### src/rtl/vec_dot_accumulator.sv
// rtl/vec_dot_accumulator.sv - adder-tree reduction of product beats, accumulated into one signed dot-product per row
// Optional macro VEC_DOT_ACC_SAT_EN: saturating accumulate with sticky sat_flag_o; undefined means wrap and sat_flag_o=0.
module vec_dot_accumulator #(
  parameter int VEC_LEN   = 5,
  parameter int DATA_W    = 32,
  parameter int NUM_BEATS = 400,
  parameter int ACC_W     = 48
) (
  input  logic                           clk_i,
  input  logic                           rst_i,
  input  logic                           clr_i,
  input  logic                           in_valid_i,
  output logic                           in_ready_o,
  input  logic [VEC_LEN*DATA_W-1:0]      in_data_i,
  output logic                           out_valid_o,
  input  logic                           out_ready_i,
  output logic [ACC_W-1:0]               out_data_o,
  output logic [$clog2(NUM_BEATS+1)-1:0] beat_cnt_o,
  output logic                           sat_flag_o
);
  localparam int CNT_W = $clog2(NUM_BEATS+1);
`ifdef VEC_DOT_ACC_SAT_EN
  // Wide enough that acc plus a full tree sum never wraps before the clamp decision.
  localparam int SUM_W = ((ACC_W > DATA_W) ? ACC_W : DATA_W) + $clog2(VEC_LEN) + 2;
`else
  localparam int SUM_W = ACC_W;
`endif

  typedef enum logic [1:0] {S_IDLE, S_ACCUM, S_DONE} state_t;

  state_t                   state_q, state_d;
  logic signed [ACC_W-1:0]  acc_q, acc_d, acc_next;
  logic [CNT_W-1:0]         cnt_q, cnt_d;
  logic signed [DATA_W-1:0] elem;
  logic signed [SUM_W-1:0]  tree_sum, sum_ext;
  logic                     accept, take;

  assign in_ready_o  = (state_q != S_DONE);
  assign out_valid_o = (state_q == S_DONE);
  assign out_data_o  = acc_q;
  assign beat_cnt_o  = cnt_q;
  assign accept      = in_valid_i && in_ready_o && !clr_i;
  assign take        = out_valid_o && out_ready_i && !clr_i;

  always_comb begin
    elem     = '0;
    tree_sum = '0;
    for (int i = 0; i < VEC_LEN; i++) begin
      elem     = in_data_i[i*DATA_W +: DATA_W];
      tree_sum = tree_sum + SUM_W'(elem);
    end
    sum_ext = SUM_W'(acc_q) + tree_sum;
  end

`ifdef VEC_DOT_ACC_SAT_EN
  localparam logic signed [SUM_W-1:0] SAT_MAX = {{(SUM_W-ACC_W+1){1'b0}}, {(ACC_W-1){1'b1}}};
  localparam logic signed [SUM_W-1:0] SAT_MIN = ~SAT_MAX;

  logic clamp;
  logic sat_q, sat_d;

  always_comb begin
    clamp    = 1'b0;
    acc_next = sum_ext[ACC_W-1:0];
    if (sum_ext > SAT_MAX) begin
      clamp    = 1'b1;
      acc_next = SAT_MAX[ACC_W-1:0];
    end else if (sum_ext < SAT_MIN) begin
      clamp    = 1'b1;
      acc_next = SAT_MIN[ACC_W-1:0];
    end
  end

  always_comb begin
    sat_d = sat_q;
    if (clr_i || take)
      sat_d = 1'b0;
    else if (accept && clamp)
      sat_d = 1'b1;
  end

  always_ff @(posedge clk_i or posedge rst_i) begin
    if (rst_i) sat_q <= 1'b0;
    else       sat_q <= sat_d;
  end

  assign sat_flag_o = sat_q;
`else
  assign acc_next   = sum_ext;
  assign sat_flag_o = 1'b0;
`endif

  // clr wins over both handshakes; a beat offered in that cycle is dropped.
  always_comb begin
    state_d = state_q;
    acc_d   = acc_q;
    cnt_d   = cnt_q;
    if (clr_i) begin
      state_d = S_IDLE;
      acc_d   = '0;
      cnt_d   = '0;
    end else begin
      case (state_q)
        S_IDLE, S_ACCUM: begin
          if (in_valid_i) begin
            acc_d   = acc_next;
            cnt_d   = cnt_q + CNT_W'(1);
            state_d = (cnt_q == CNT_W'(NUM_BEATS-1)) ? S_DONE : S_ACCUM;
          end
        end
        S_DONE: begin
          if (out_ready_i) begin
            acc_d   = '0;
            cnt_d   = '0;
            state_d = S_IDLE;
          end
        end
        default: state_d = S_IDLE;
      endcase
    end
  end

  always_ff @(posedge clk_i or posedge rst_i) begin
    if (rst_i) begin
      state_q <= S_IDLE;
      acc_q   <= '0;
      cnt_q   <= '0;
    end else begin
      state_q <= state_d;
      acc_q   <= acc_d;
      cnt_q   <= cnt_d;
    end
  end
endmodule

### config.mk
export PLATFORM = sky130hd
export DESIGN_NAME = vec_dot_accumulator
export DESIGN_NICKNAME = d
export VERILOG_FILES = /design/src/rtl/vec_dot_accumulator.sv
export SDC_FILE = /design/constraint.sdc
export NUM_CORES = 1
export LEC_CHECK = 0
export ABC_AREA = 1
export CELL_PAD_IN_SITES_DETAIL_PLACEMENT = 1
export CELL_PAD_IN_SITES_GLOBAL_PLACEMENT = 1
export CORE_MARGIN = 3
export CORE_UTILIZATION = 40
export CTS_CLUSTER_DIAMETER = 60
export DETAILED_ROUTE_END_ITERATION = 12
export PLACE_DENSITY_LB_ADDON = 0.15
export SLEW_MARGIN = 20
export SYNTH_ARGS = -nofsm -noshare
export SYNTH_HDL_FRONTEND = slang
export SYNTH_SLANG_ARGS = --single-unit
### constraint.sdc
create_clock -name clk_i -period 8.8 [get_ports clk_i]
set_input_delay 0.88 -clock clk_i [delete_from_list [all_inputs] [get_ports clk_i]]
set_output_delay 0.88 -clock clk_i [all_outputs]
set_load 0.1 [all_outputs]
# Word level (Yosys, flattened, before mapping)
# Index checks and enable logic that the tools add are counted.
[totals] ff_bits=59 inputBits=165 out_inout_bits=60
[op_classes] add_sub_neg=6 n_eq_ne=6 muxes=13 n_reduce_logical=5
[ops] op="$mux 48" count=3
[ops] op="$pmux 48 s2" count=1
[ops] op="$add 48x36->48" count=1
[ops] op="$add 35x32->36" count=1
[ops] op="$add 34x32->35" count=1
[ops] op="$add 33x32->34" count=1
[ops] op="$add 32x32->33" count=1
[ops] op="$mux 9" count=3
[ops] op="$pmux 9 s2" count=1
[ops] op="$add 9x1->9 const B" count=1
[ops] op="$eq 9x9->1 const B" count=1
[ops] op="$mux 2" count=4
[ops] op="$pmux 2 s2" count=1
[ops] op="$ne 3x2->1 const B" count=1
[ops] op="$ne 3x3->1 const B" count=1
[ops] op="$reduce_and 3->1" count=1
[ops] op="$reduce_bool 3->1" count=1
[ops] op="$eq 2x1->1 const B" count=1
[ops] op="$eq 2x2->1 const B" count=1
[ops] op="$logic_not 2->1" count=1
[ops] op="$ne 2x2->1 const B" count=1
[ops] op="$reduce_and 2->1" count=1
[ops] op="$reduce_or 2->1" count=1

# Longest topological paths before layout
# Gate-level depths: netlist of run 1.
[logic_depth] word_depth=8 ltp_mapped=21

# Least setup slack after synthesis of run 1
# OpenSTA, ideal clock, no wires.
[synth_timing] kind="input-to-reg" startpoint="in in_data_i[31]" endpoint="reg acc_q[43], in the netlist out_data_o[43]" arrival_ns=4.193 t_required_ns=8.680 setup_slack_ns=4.487 cell_stages=15 n_path_buf=0 path_cell_list="fa_1 inv_1 fa_1 inv_1 fa_1 ha_1 nand2_1 nor2_1 nand2_1 nor3_1 nand3_1 nand3_1 nand2_1 nand3_1 nand2_1"
[synth_via] elab_chain_len=8
[synth_rtl] item="start: declaration" line_no="14" source="input logic [VEC_LEN*DATA_W-1:0] in_data_i,"
[synth_rtl] item="$add 32x32->33" line_no="50" source="tree_sum = tree_sum + SUM_W'(elem);"
[synth_rtl] item="$add 33x32->34" line_no="50"
[synth_rtl] item="$add 34x32->35" line_no="50"
[synth_rtl] item="$add 35x32->36" line_no="50"
[synth_rtl] item="$add 48x36->48" line_no="52" source="sum_ext = SUM_W'(acc_q) + tree_sum;"
[synth_rtl] item="$mux 48" line_no="105" source="if (in_valid_i) begin"
[synth_rtl] item="$pmux 48 s2" line_no="103" source="case (state_q)"
[synth_rtl] item="$mux 48" line_no="98" source="if (clr_i) begin"
[synth_rtl] item="end signal: assignment" line_no="126" source="acc_q <= '0;"
[synth_rtl] item="end signal: assignment" line_no="130" source="acc_q <= acc_d;"
[synth_rtl] item="end: declaration" line_no="32" source="logic signed [ACC_W-1:0] acc_q, acc_d, acc_next;"
# Every way passes these cells. The select of a mux whose other input is x is not followed.
# A chain may end at the register's enable or synchronous reset.

# Worst setup path after layout of run 1
[layout_timing] startpoint="in in_data_i[127]" endpoint="reg acc_q[46], in the netlist out_data_o[46]"
[layout_via] elab_chain_len=6
[layout_rtl] item="$add 34x32->35" line_no="50"
[layout_rtl] item="$add 35x32->36" line_no="50"
[layout_rtl] item="$add 48x36->48" line_no="52"
[layout_rtl] item="$mux 48" line_no="105"
[layout_rtl] item="$pmux 48 s2" line_no="103"
[layout_rtl] item="$mux 48" line_no="98"
# Every way passes these cells. The select of a mux whose other input is x is not followed.

==> results of run 1 <==
layout by cell type, fill, tap and decap left out, types with 2 or more instances in the layout:
cell type and n:
clkbuf_16 9, nand4_1 10, o21ai_0 34, bufinv_16 3, a32o_1 5, diode_2 2
o21a_1 3, ha_1 49, fa_1 172, and2_1 2, nor2_2 4, nand3b_1 5
nand3_1 71, a21oi_1 46, buf_4 2, nand2_1 422, nor2_1 85, clkbuf_8 3
o21bai_1 5, or2_2 6, inv_2 3, nor4_1 2, clkdlybuf4s50_1 223, dfrtp_1 59
nand2_4 2, a22o_1 3, a31oi_1 3, inv_1 589, nor3_1 4, o21ai_1 5
xnor2_1 5, xor2_1 4
routing by layer:
| layer | vias to the layer above | wire, um | global-route usage (%) |
|---|---|---|---|
| li1 | 4998 | - | - |
| met4 | 0 | 924 | 7.67 |
| met1 | 5038 | 14100 | 28.8 |
| met5 | - | 0 | 0 |
| met3 | 50 | 1410 | 2.90 |
| met2 | 185 | 19300 | 47.5 |
worst max-delay path, cell delays in order:
cell,delay (ns)
clkdlybuf4s50_1,0.65
inv_1,0.49
fa_1,0.70
inv_1,0.06
fa_1,0.52
inv_1,0.05
fa_1,0.47
inv_1,0.04
ha_1,0.43
nand2_1,0.13
nor2_1,0.22
nand2_1,0.15
inv_1,0.11
nand2_1,0.09
nor2_1,0.12
nand2_1,0.11
nand3_1,0.12
nand2_1,0.05
nand3_1,0.09
nand2_1,0.06
synth_stat cells, drive strengths merged, types with 6 or more instances:
| master | number |
|---|---|
| inv | 592 |
| nand2 | 425 |
| fa | 172 |
| nor2 | 91 |
| nand3 | 72 |
| dfrtp | 59 |
| ha | 49 |
| a21oi | 46 |
| o21ai | 39 |
| buf | 11 |
| nand4 | 10 |
| or2 | 6 |
state kept, by name, indices dropped and copies added (netlist names):
signal	cells
out_data_o	48
beat_cnt_o	9
state_q	2
worst paths after layout:
check / start / endpoint / slack (ns) / cells past startpoint
min in group asynchronous: rst_i / out_data_o[27]$_DFFE_PP0P_ / 1.15 / 3
worst min register to register: out_data_o[35]$_DFFE_PP0P_ / out_data_o[35]$_DFFE_PP0P_ / 0.51 / 2
worst min-delay path: out_data_o[35]$_DFFE_PP0P_ / out_data_o[35]$_DFFE_PP0P_ / 0.51 / 2
worst max register to register: out_data_o[1]$_DFFE_PP0P_ / out_data_o[42]$_DFFE_PP0P_ / 4.59 / 20
max in group asynchronous: rst_i / out_data_o[19]$_DFFE_PP0P_ / 7.07 / 3
worst max-delay path: in_data_i[127] / out_data_o[46]$_DFFE_PP0P_ / 3.47 / 20
per-stage QoR:
stage | setup WS (ns) | instance area, um2 | instances
after floorplan | 4.49 | 11100 | 1617
after global placement | 3.12 | 13600 | 2171
after detailed placement | 3.04 | 13600 | 2171
after CTS | 3.40 | 14000 | 2187
after global routing | 3.00 | 14000 | 2189
final | 3.47 | 14000 | 2189
cell type report:
cell class / count / area share, %
inverters: 592 / 15.9
repair buffers: 225 / 16.0
diodes: 2 / 0.0357
clock buffers: 12 / 1.90
multi-input cells: 954 / 51.9
clock inverters: 4 / 0.679
well taps: 341 / 3.05
flip-flops and latches: 59 / 10.5
kinds of logic after synthesis:
| group | synth area share (%) |
|---|---|
| and+or+nand+nor | 23.0 |
| buffers and inverters | 20.9 |
| adders and majority gates | 36.7 |
| AOI/OAI and AO/OA | 5.38 |
| DFF | 13.4 |
| xor gates and xnor gates | 0.713 |
| other | 0.0339 |
==> flow_summary_export.csv, run 1 <==
group,metric,value,unit
outcome,status,"completed",
setup_path,criticalPathCategory,"in2reg",
sta,finalSetupViolations,0,
synthesis,yosysSeqAreaShare,13.4,%
sta,slew-limit-headroom,28.8,%
layout,syn2layout_area_growth,26.8,%
setup_path,cp-start-kind,"input pin",
synthesis,ys_ff_latch,59,
global_route,grt_overflow,0,
routing,firstDrtPassIters,4,
sta,rsz0062_at_grt,"false",
global_route,grtUsageTotal,24.8,%
floorplan,die_x,172,um
global_route,first_global_vias,11400,
floorplan,die_h,172,um
sta,drv_slew,0,
clocking,clock-root-buffer,"clkbuf_16",
sta,max_freq,188,MHz
sta,holdWs,0.511,ns
layout,multiInputGateArea,0.00727,mm2
sta,worst_pin_slew,1.06,ns
clocking,cts_htree_levels,3,
clocking,hold_buffers,0,
global_route,grt_pass1_wl,57100,um
synthesis,synth-edff-count,0,
setup_path,path_max_fanout,13,
clocking,clkLatencyLatePin,0.35,ns
placement,place.gp.congestion,0.927,
min_path,min_path_type,"reg2reg",
placement,dp_hpwl,30700,um
sta,tns,0,ns
synthesis,syn_area,0.0111,mm2
global_route,grt_max_degree,60,
routing,antenna_left,0,
routing,routedWlPerCell,16.3,um
sta,period_share,60.6,%
layout,nNetsFinal,2227,
clocking,cts_buffers,9,
layout,ff_latch_area,0.00148,mm2
clocking,cts_tree,"built",
sta,fin_skew,0.00681,ns
clocking,cts_resized,0,
synthesis,yosysUniqueCellTypes,37,
synthesis,async_flop_share,100,%
synthesis,avgSynthCellArea,6.83,um2
layout,drive_gt1_share,2.00,%
floorplan,core_area,0.0270,mm2
clocking,cts.sinks,59,
synthesis,syn_nets,2003,
floorplan,dieArea,0.0297,mm2
floorplan,rows,60,
routing,drtIter0Drc,361,
routing,viasPerCell,4.69,
routing,remaining_drc_errors,0,
routing,vias,10300,
global_route,antenna_found_initial,2,
placement,io_buffers,223,
synthesis,synth-main-ff-cell,"dfrtp_1",
clocking,clk_pin_slew,0.06,ns
clocking,cts_setup_buffers,0,
sta,finalHoldViolations,0,
synthesis,post-synth-top-area-cell,"fa_1",
clocking,cts.path.max_buffers,2,
setup_path,cp-end-kind,"flop",
setup_path,cp.arrival,5.57,ns
synthesis,syn_inst,1617,
floorplan,ios,225,
setup_path,required,9.04,ns
synthesis,yosysWarnings,0,
routing,routed_wl,35700,um
synthesis,synthTopCellsByArea,"fa_1 31%, inv_1 20%, nand2_1 14%, dfrtp_1 13%, ha_1 5.5%",
floorplan,initial_utilization,40.9,%
synthesis,yosysTopAreaCellShare,31.2,%
layout,fillCellCount,3547,
layout,final_core_util,51.8,%
flow_run,max_cap_violations,0,
sta,post-route-min-period,5.33,ns
Power of run 1 is not shown: default switching activity piles up to over one toggle a cycle in this logic, so the estimate is an artifact.
==> run 2, diff against run 1 <==
--- a/config.mk
+++ b/config.mk
@@ -9,7 +9,7 @@
 export CELL_PAD_IN_SITES_DETAIL_PLACEMENT = 1
 export CELL_PAD_IN_SITES_GLOBAL_PLACEMENT = 1
 export CORE_MARGIN = 3
-export CORE_UTILIZATION = 40
+export CORE_UTILIZATION = 38
 export CTS_CLUSTER_DIAMETER = 60
 export DETAILED_ROUTE_END_ITERATION = 12
 export PLACE_DENSITY_LB_ADDON = 0.15
==> constraint.sdc (replaced) <==
create_clock -name clk_i -period 5.38 [get_ports clk_i]
set_input_delay 0.538 -clock clk_i [delete_from_list [all_inputs] [get_ports clk_i]]
set_output_delay 0.538 -clock clk_i [all_outputs]
set_load 0.1 [all_outputs]
==> run 2 against run 1 <==
Clock-buffer cell count shrank 3. Non-clock buffer count is 6 higher. Critical endpoint is now out_data_o[43]$_DFFE_PP0P_. Critical path type unchanged. Setup slack got worse by 2.7 ns. Clock skew rose by 0.0037 ns. Cell area increased by 0.45%. First-iteration DRC count decreased by 2.8%.
==> flow_summary_export.csv, run 2 (synthesized netlist as in run 1, its figures left out) <==
group,metric,value,unit
routing,routed_wl,36000,um
setup_path,rrSetupSlack,1.36,ns
clocking,cts_tree,"built",
routing,viasPerCell,4.57,
setup_path,criticalPathCategory,"in2reg",
sta,period_share,85.9,%
floorplan,initial_utilization,39.1,%
clocking,cts_resized,0,
global_route,antenna_found_initial,0,
setup_path,cp-start-kind,"input pin",
floorplan,die_x,177,um
clocking,cts_buffers,9,
sta,tns,0,ns
sta,worst_pin_slew,1.07,ns
placement,dp.cells,2214,
sta,post-route-min-period,4.62,ns
layout,final_cell_mix,"589 x inv_1, 422 x nand2_1, 223 x clkdlybuf4s50_1",
setup_path,cp.arrival,4.85,ns
global_route,first_global_vias,11300,
placement,place.gp.congestion,0.894,
clocking,hold_buffers,0,
floorplan,rows,61,
floorplan,dieArea,0.0312,mm2
setup_path,path_max_fanout,13,
placement,io_buffers,223,
setup_path,r2r_cells,17,
routing,firstDrtPassIters,4,
clocking,clk_pin_slew,0.06,ns
routing,vias,10200,
setup_path,required,5.61,ns
routing,antenna_left,0,
min_path,min_path_type,"reg2reg",
layout,fin_cells,2230,
floorplan,die_h,177,um
sta,finalSetupViolations,0,
clocking,cts.path.max_buffers,2,
clocking,cts_setup_buffers,0,
global_route,grt_overflow,0,
layout,drive_gt1_share,2.32,%
setup_path,cp-end-kind,"flop",
sta,finalHoldViolations,0,
routing,remaining_drc_errors,0,
sta,max_freq,216,MHz
layout,antenna_cells,0,
global_route,grt_pass1_wl,58300,um
min_path,min_to,"out_data_o[37]$_DFFE_PP0P_",
placement,dp_hpwl,31400,um
routing,met1Wirelength,14500,um
clocking,cts_htree_levels,3,
global_route,grt_max_degree,38,
flow_run,max_cap_violations,0,
routing,drtIter0Drc,351,
floorplan,ios,225,
layout,syn2layout_area_growth,27.3,%
sta,rsz0062_at_grt,"false",
layout,nNetsFinal,2233,
sta,drv_slew,0,
routing,top_layer,"met4",
floorplan,core_area,0.0282,mm2
clocking,cts.sinks,59,
clocking,clock-root-buffer,"clkbuf_16",
sta,fin_skew,0.0105,ns
min_path,min_path_cells,2,
sta,slew-limit-headroom,28.1,%
routing,wl_met2,19000,um
outcome,status,"completed",
routing,wl_met3,1440,um
routing,routedWlPerCell,16.2,um
setup_path,r2r_start,"out_data_o[10]$_DFFE_PP0P_",
setup_path,reg2reg_to,"out_data_o[35]$_DFFE_PP0P_",
min_path,hold_start,"out_data_o[37]$_DFFE_PP0P_",
layout,final_common_cell,"inv_1",
clocking,clkLatencyLatePin,0.34,ns
global_route,grtUsageTotal,23.9,%
layout,largest_reg_flops,48,
[run 2: worst max-delay path, cell delays in order]
cell             delay (ns)
clkdlybuf4s50_1        0.64
inv_1                  0.13
buf_12                 0.18
fa_1                   0.54
inv_1                  0.06
fa_1                   0.52
inv_1                  0.06
fa_1                   0.53
inv_1                  0.06
ha_1                   0.36
nand2_1                0.13
nor2_1                 0.26
inv_1                  0.10
nor3_1                 0.27
nand3_1                0.15
nand3_1                0.11
nand2_1                0.05
nand3_1                0.07
nand2_1                0.07
[run 2: cell type report]
type / instances / area, um2
fill: 3662 / 14200
multi-input combinational: 954 / 7270
timing repair buffer: 231 / 2300
inverter: 592 / 2220
sequential: 59 / 1480
tap: 378 / 473
clock buffer: 9 / 225
clock inverter: 7 / 100
[run 2: how the worst max path moves through the flow]
stage                                  to                      start  depth (start not counted)
2_1_floorplan  out_data_o[34]$_DFFE_PP0P_  out_data_o[2]$_DFFE_PP0P_                         18
3_3_place_gp   out_data_o[43]$_DFFE_PP0P_             in_data_i[127]                         19
3_5_place_dp   out_data_o[43]$_DFFE_PP0P_             in_data_i[127]                         19
4_1_cts        out_data_o[43]$_DFFE_PP0P_             in_data_i[127]                         19
5_1_grt        out_data_o[43]$_DFFE_PP0P_             in_data_i[159]                         19
6_report       out_data_o[43]$_DFFE_PP0P_             in_data_i[127]                         19
[run 2: per-layer routing]
| metal | up-vias | GRT usage [%] |
|---|---|---|
| met5 | - | 0 |
| met2 | 184 | 44.8 |
| met4 | 0 | 6.94 |
| li1 | 5008 | - |
| met3 | 47 | 2.77 |
| met1 | 4954 | 28.6 |
[run 2: per-stage QoR]
| step | hold WS [ns] | instance area, um2 | worst slack, ns | utilization, % |
|---|---|---|---|---|
| 2_1_floorplan | 0.600 | 11100 | 1.26 | - |
| 3_3_place_gp | 0.490 | 13700 | 0.536 | 48.7 |
| 3_5_place_dp | 0.498 | 13700 | 0.382 | 48.7 |
| 4_1_cts | 0.518 | 14100 | 0.739 | 49.8 |
| 5_1_grt | 0.550 | 14100 | 0.422 | 49.8 |
| 6_report | 0.515 | 14100 | 0.759 | 49.8 |
Power of run 2 is left out for the same reason.
==> run 3, diff against run 2 <==
--- a/config.mk
+++ b/config.mk
@@ -6,13 +6,16 @@
 export NUM_CORES = 1
 export LEC_CHECK = 0
 export ABC_AREA = 1
+export CAP_MARGIN = 40
 export CELL_PAD_IN_SITES_DETAIL_PLACEMENT = 1
 export CELL_PAD_IN_SITES_GLOBAL_PLACEMENT = 1
 export CORE_MARGIN = 3
 export CORE_UTILIZATION = 38
 export CTS_CLUSTER_DIAMETER = 60
 export DETAILED_ROUTE_END_ITERATION = 12
+export GPL_ROUTABILITY_DRIVEN = 0
 export PLACE_DENSITY_LB_ADDON = 0.15
+export REMOVE_ABC_BUFFERS = 1
 export SLEW_MARGIN = 20
 export SYNTH_ARGS = -nofsm -noshare
 export SYNTH_HDL_FRONTEND = slang
==> run 3 against run 2 <==
Clock skew increased by 0.0019 ns. First-iteration DRC count up 8.5%. Via count up 4.6%. Die area unchanged. Utilization is 3.9 points higher. Sequential cell count stayed put. Register-to-register slack got worse by 0.08 ns. Setup slack worse by 0.22 ns. Critical path depth unchanged. Sequential share of layout area fell by 0.76 points. Worst hold slack lost 0.0086 ns. Global-route usage up 0.87 points. Critical endpoint unchanged.
==> flow_summary_export.csv, run 3 (synthesized netlist as in run 1, its figures left out) <==
group,metric,value,unit
clocking,hold_buffers,0,
setup_path,cp-end-kind,"flop",
placement,dp_hpwl,32500,um
setup_path,critPathBufInv,6,
flow_run,max_cap_violations,0,
sta,tns,0,ns
routing,viasPerCell,4.65,
clocking,cts.path.max_buffers,2,
floorplan,initial_utilization,39.1,%
clocking,cts_buffers,9,
routing,antenna_left,0,
clocking,clk_pin_slew,0.07,ns
setup_path,required,5.61,ns
clocking,cts.sinks,59,
clocking,cts_tree,"built",
sta,period_share,89.9,%
setup_path,crit_chain,"clkdlybuf4s50_1 > inv_1 > buf_12 > fa_1 > inv_1 > fa_1 > inv_1 > fa_1 > inv_1 > ha_1 > nand2_1 > nor2_1 > nand2_1 > nor3_1 > nand3_1 > nand3_1 > nand2_1 > nand3_1 > nand2_1",
setup_path,rrSetupSlack,1.28,ns
layout,final_common_cell,"inv_1",
routing,drtIter0Drc,381,
placement,dp.cells,2275,
sta,rsz0062_at_grt,"false",
layout,nNetsFinal,2295,
clocking,cts_resized,0,
setup_path,crit_family,"adder cells",
setup_path,path_max_fanout,13,
setup_path,timing.critical_path.to,"out_data_o[43]$_DFFE_PP0P_",
clocking,clkLatencyLatePin,0.35,ns
global_route,first_global_vias,12100,
layout,final_core_util,53.7,%
floorplan,core_area,0.0282,mm2
sta,finalSetupViolations,0,
layout,final_area,0.0152,mm2
layout,largest_reg_flops,48,
placement,placed_area,0.0149,mm2
global_route,grt_overflow,0,
floorplan,rows,61,
floorplan,ios,225,
setup_path,reg2reg_to,"out_data_o[43]$_DFFE_PP0P_",
sta,drv_slew,0,
setup_path,criticalPathCategory,"in2reg",
global_route,grtUsageTotal,24.7,%
sta,post-route-min-period,4.84,ns
setup_path,crit_start,"in_data_i[159]",
setup_path,cp_slowest_cell,"clkdlybuf4s50_1",
clocking,clock-root-buffer,"clkbuf_16",
min_path,min_path_type,"in2async",
sta,finalHoldViolations,0,
global_route,antenna_found_initial,0,
setup_path,r2r_cells,17,
layout,drive_gt1_share,5.49,%
setup_path,path_depth,19,
clocking,cts_setup_buffers,0,
routing,remaining_drc_errors,0,
floorplan,die_x,177,um
sta,fin_skew,0.0124,ns
clocking,cts_htree_levels,3,
global_route,grt_max_degree,44,
global_route,grt_pass1_wl,60900,um
routing,vias,10700,
sta,slew-limit-headroom,47.7,%
layout,final_cell_mix,"589 x inv_1, 422 x nand2_1, 223 x clkdlybuf4s50_1",
placement,io_buffers,223,
floorplan,die_h,177,um
setup_path,r2r_start,"out_data_o[34]$_DFFE_PP0P_",
setup_path,slowest_delay,0.63,ns
setup_path,cp-start-kind,"input pin",
layout,antenna_cells,0,
routing,firstDrtPassIters,5,
sta,max_freq,207,MHz
outcome,status,"completed",
routing,routedWlPerCell,16.2,um
sta,worst_pin_slew,0.783,ns
layout,syn2layout_area_growth,37.3,%
floorplan,dieArea,0.0312,mm2
layout,fin_cells,2292,
routing,routed_wl,37200,um
setup_path,cp.arrival,5.07,ns
==> run 3: cell types whose count changed in the layout (fill, tap and decap cells not counted) <==
cell and change:
buf_16 +17, buf_8 +43, bufinv_16 -2, clkinv_4 -1, inv_8 +1, buf_12 +1
clkinvlp_4 +1, inv_6 +1, buf_4 +1
==> run 3: worst min path at each step <==
| stage | from | endpoint | slack [ns] | cells after the start |
|---|---|---|---|---|
| detailed placement | out_data_o[35]$_DFFE_PP0P_ | out_data_o[35]$_DFFE_PP0P_ | 0.50 | 2 |
| CTS | rst_i | out_data_o[0]$_DFFE_PP0P_ | 0.51 | 2 |
| floorplan | state_q[1]$_DFFE_PP0P_ | beat_cnt_o[4]$_DFFE_PP0P_ | 0.60 | 2 |
| global placement | out_data_o[39]$_DFFE_PP0P_ | out_data_o[39]$_DFFE_PP0P_ | 0.49 | 2 |
| global route | rst_i | state_q[0]$_DFFE_PP0P_ | 0.52 | 2 |
| finish | rst_i | state_q[0]$_DFFE_PP0P_ | 0.51 | 2 |
==> run 3: per-layer routing <==
metal | global-route usage (%) | share of wire, %
met5 | 0 | 0
met4 | 5.73 | 2.1
met3 | 2.84 | 3.7
met2 | 47.9 | 54
met1 | 29.0 | 40
==> run 3: final cells by class <==
| class | count | area (um2) |
|---|---|---|
| fillers | 3594 | 13100 |
| multi-input cells | 954 | 7270 |
| repair buffers | 293 | 3450 |
| inverters | 592 | 2220 |
| flip-flops and latches | 59 | 1480 |
| well taps | 378 | 473 |
| clock buffers | 9 | 225 |
| clock inverters | 7 | 58.8 |
==> run 3: through the flow <==
stage | hold slack (ns) | worst slack (ns)
floorplan | 0.600 | 1.26
global placement | 0.492 | 0.335
detailed placement | 0.497 | 0.247
CTS | 0.510 | 0.558
global route | 0.522 | 0.359
finish | 0.507 | 0.541
Power of run 3 is left out for the same reason.
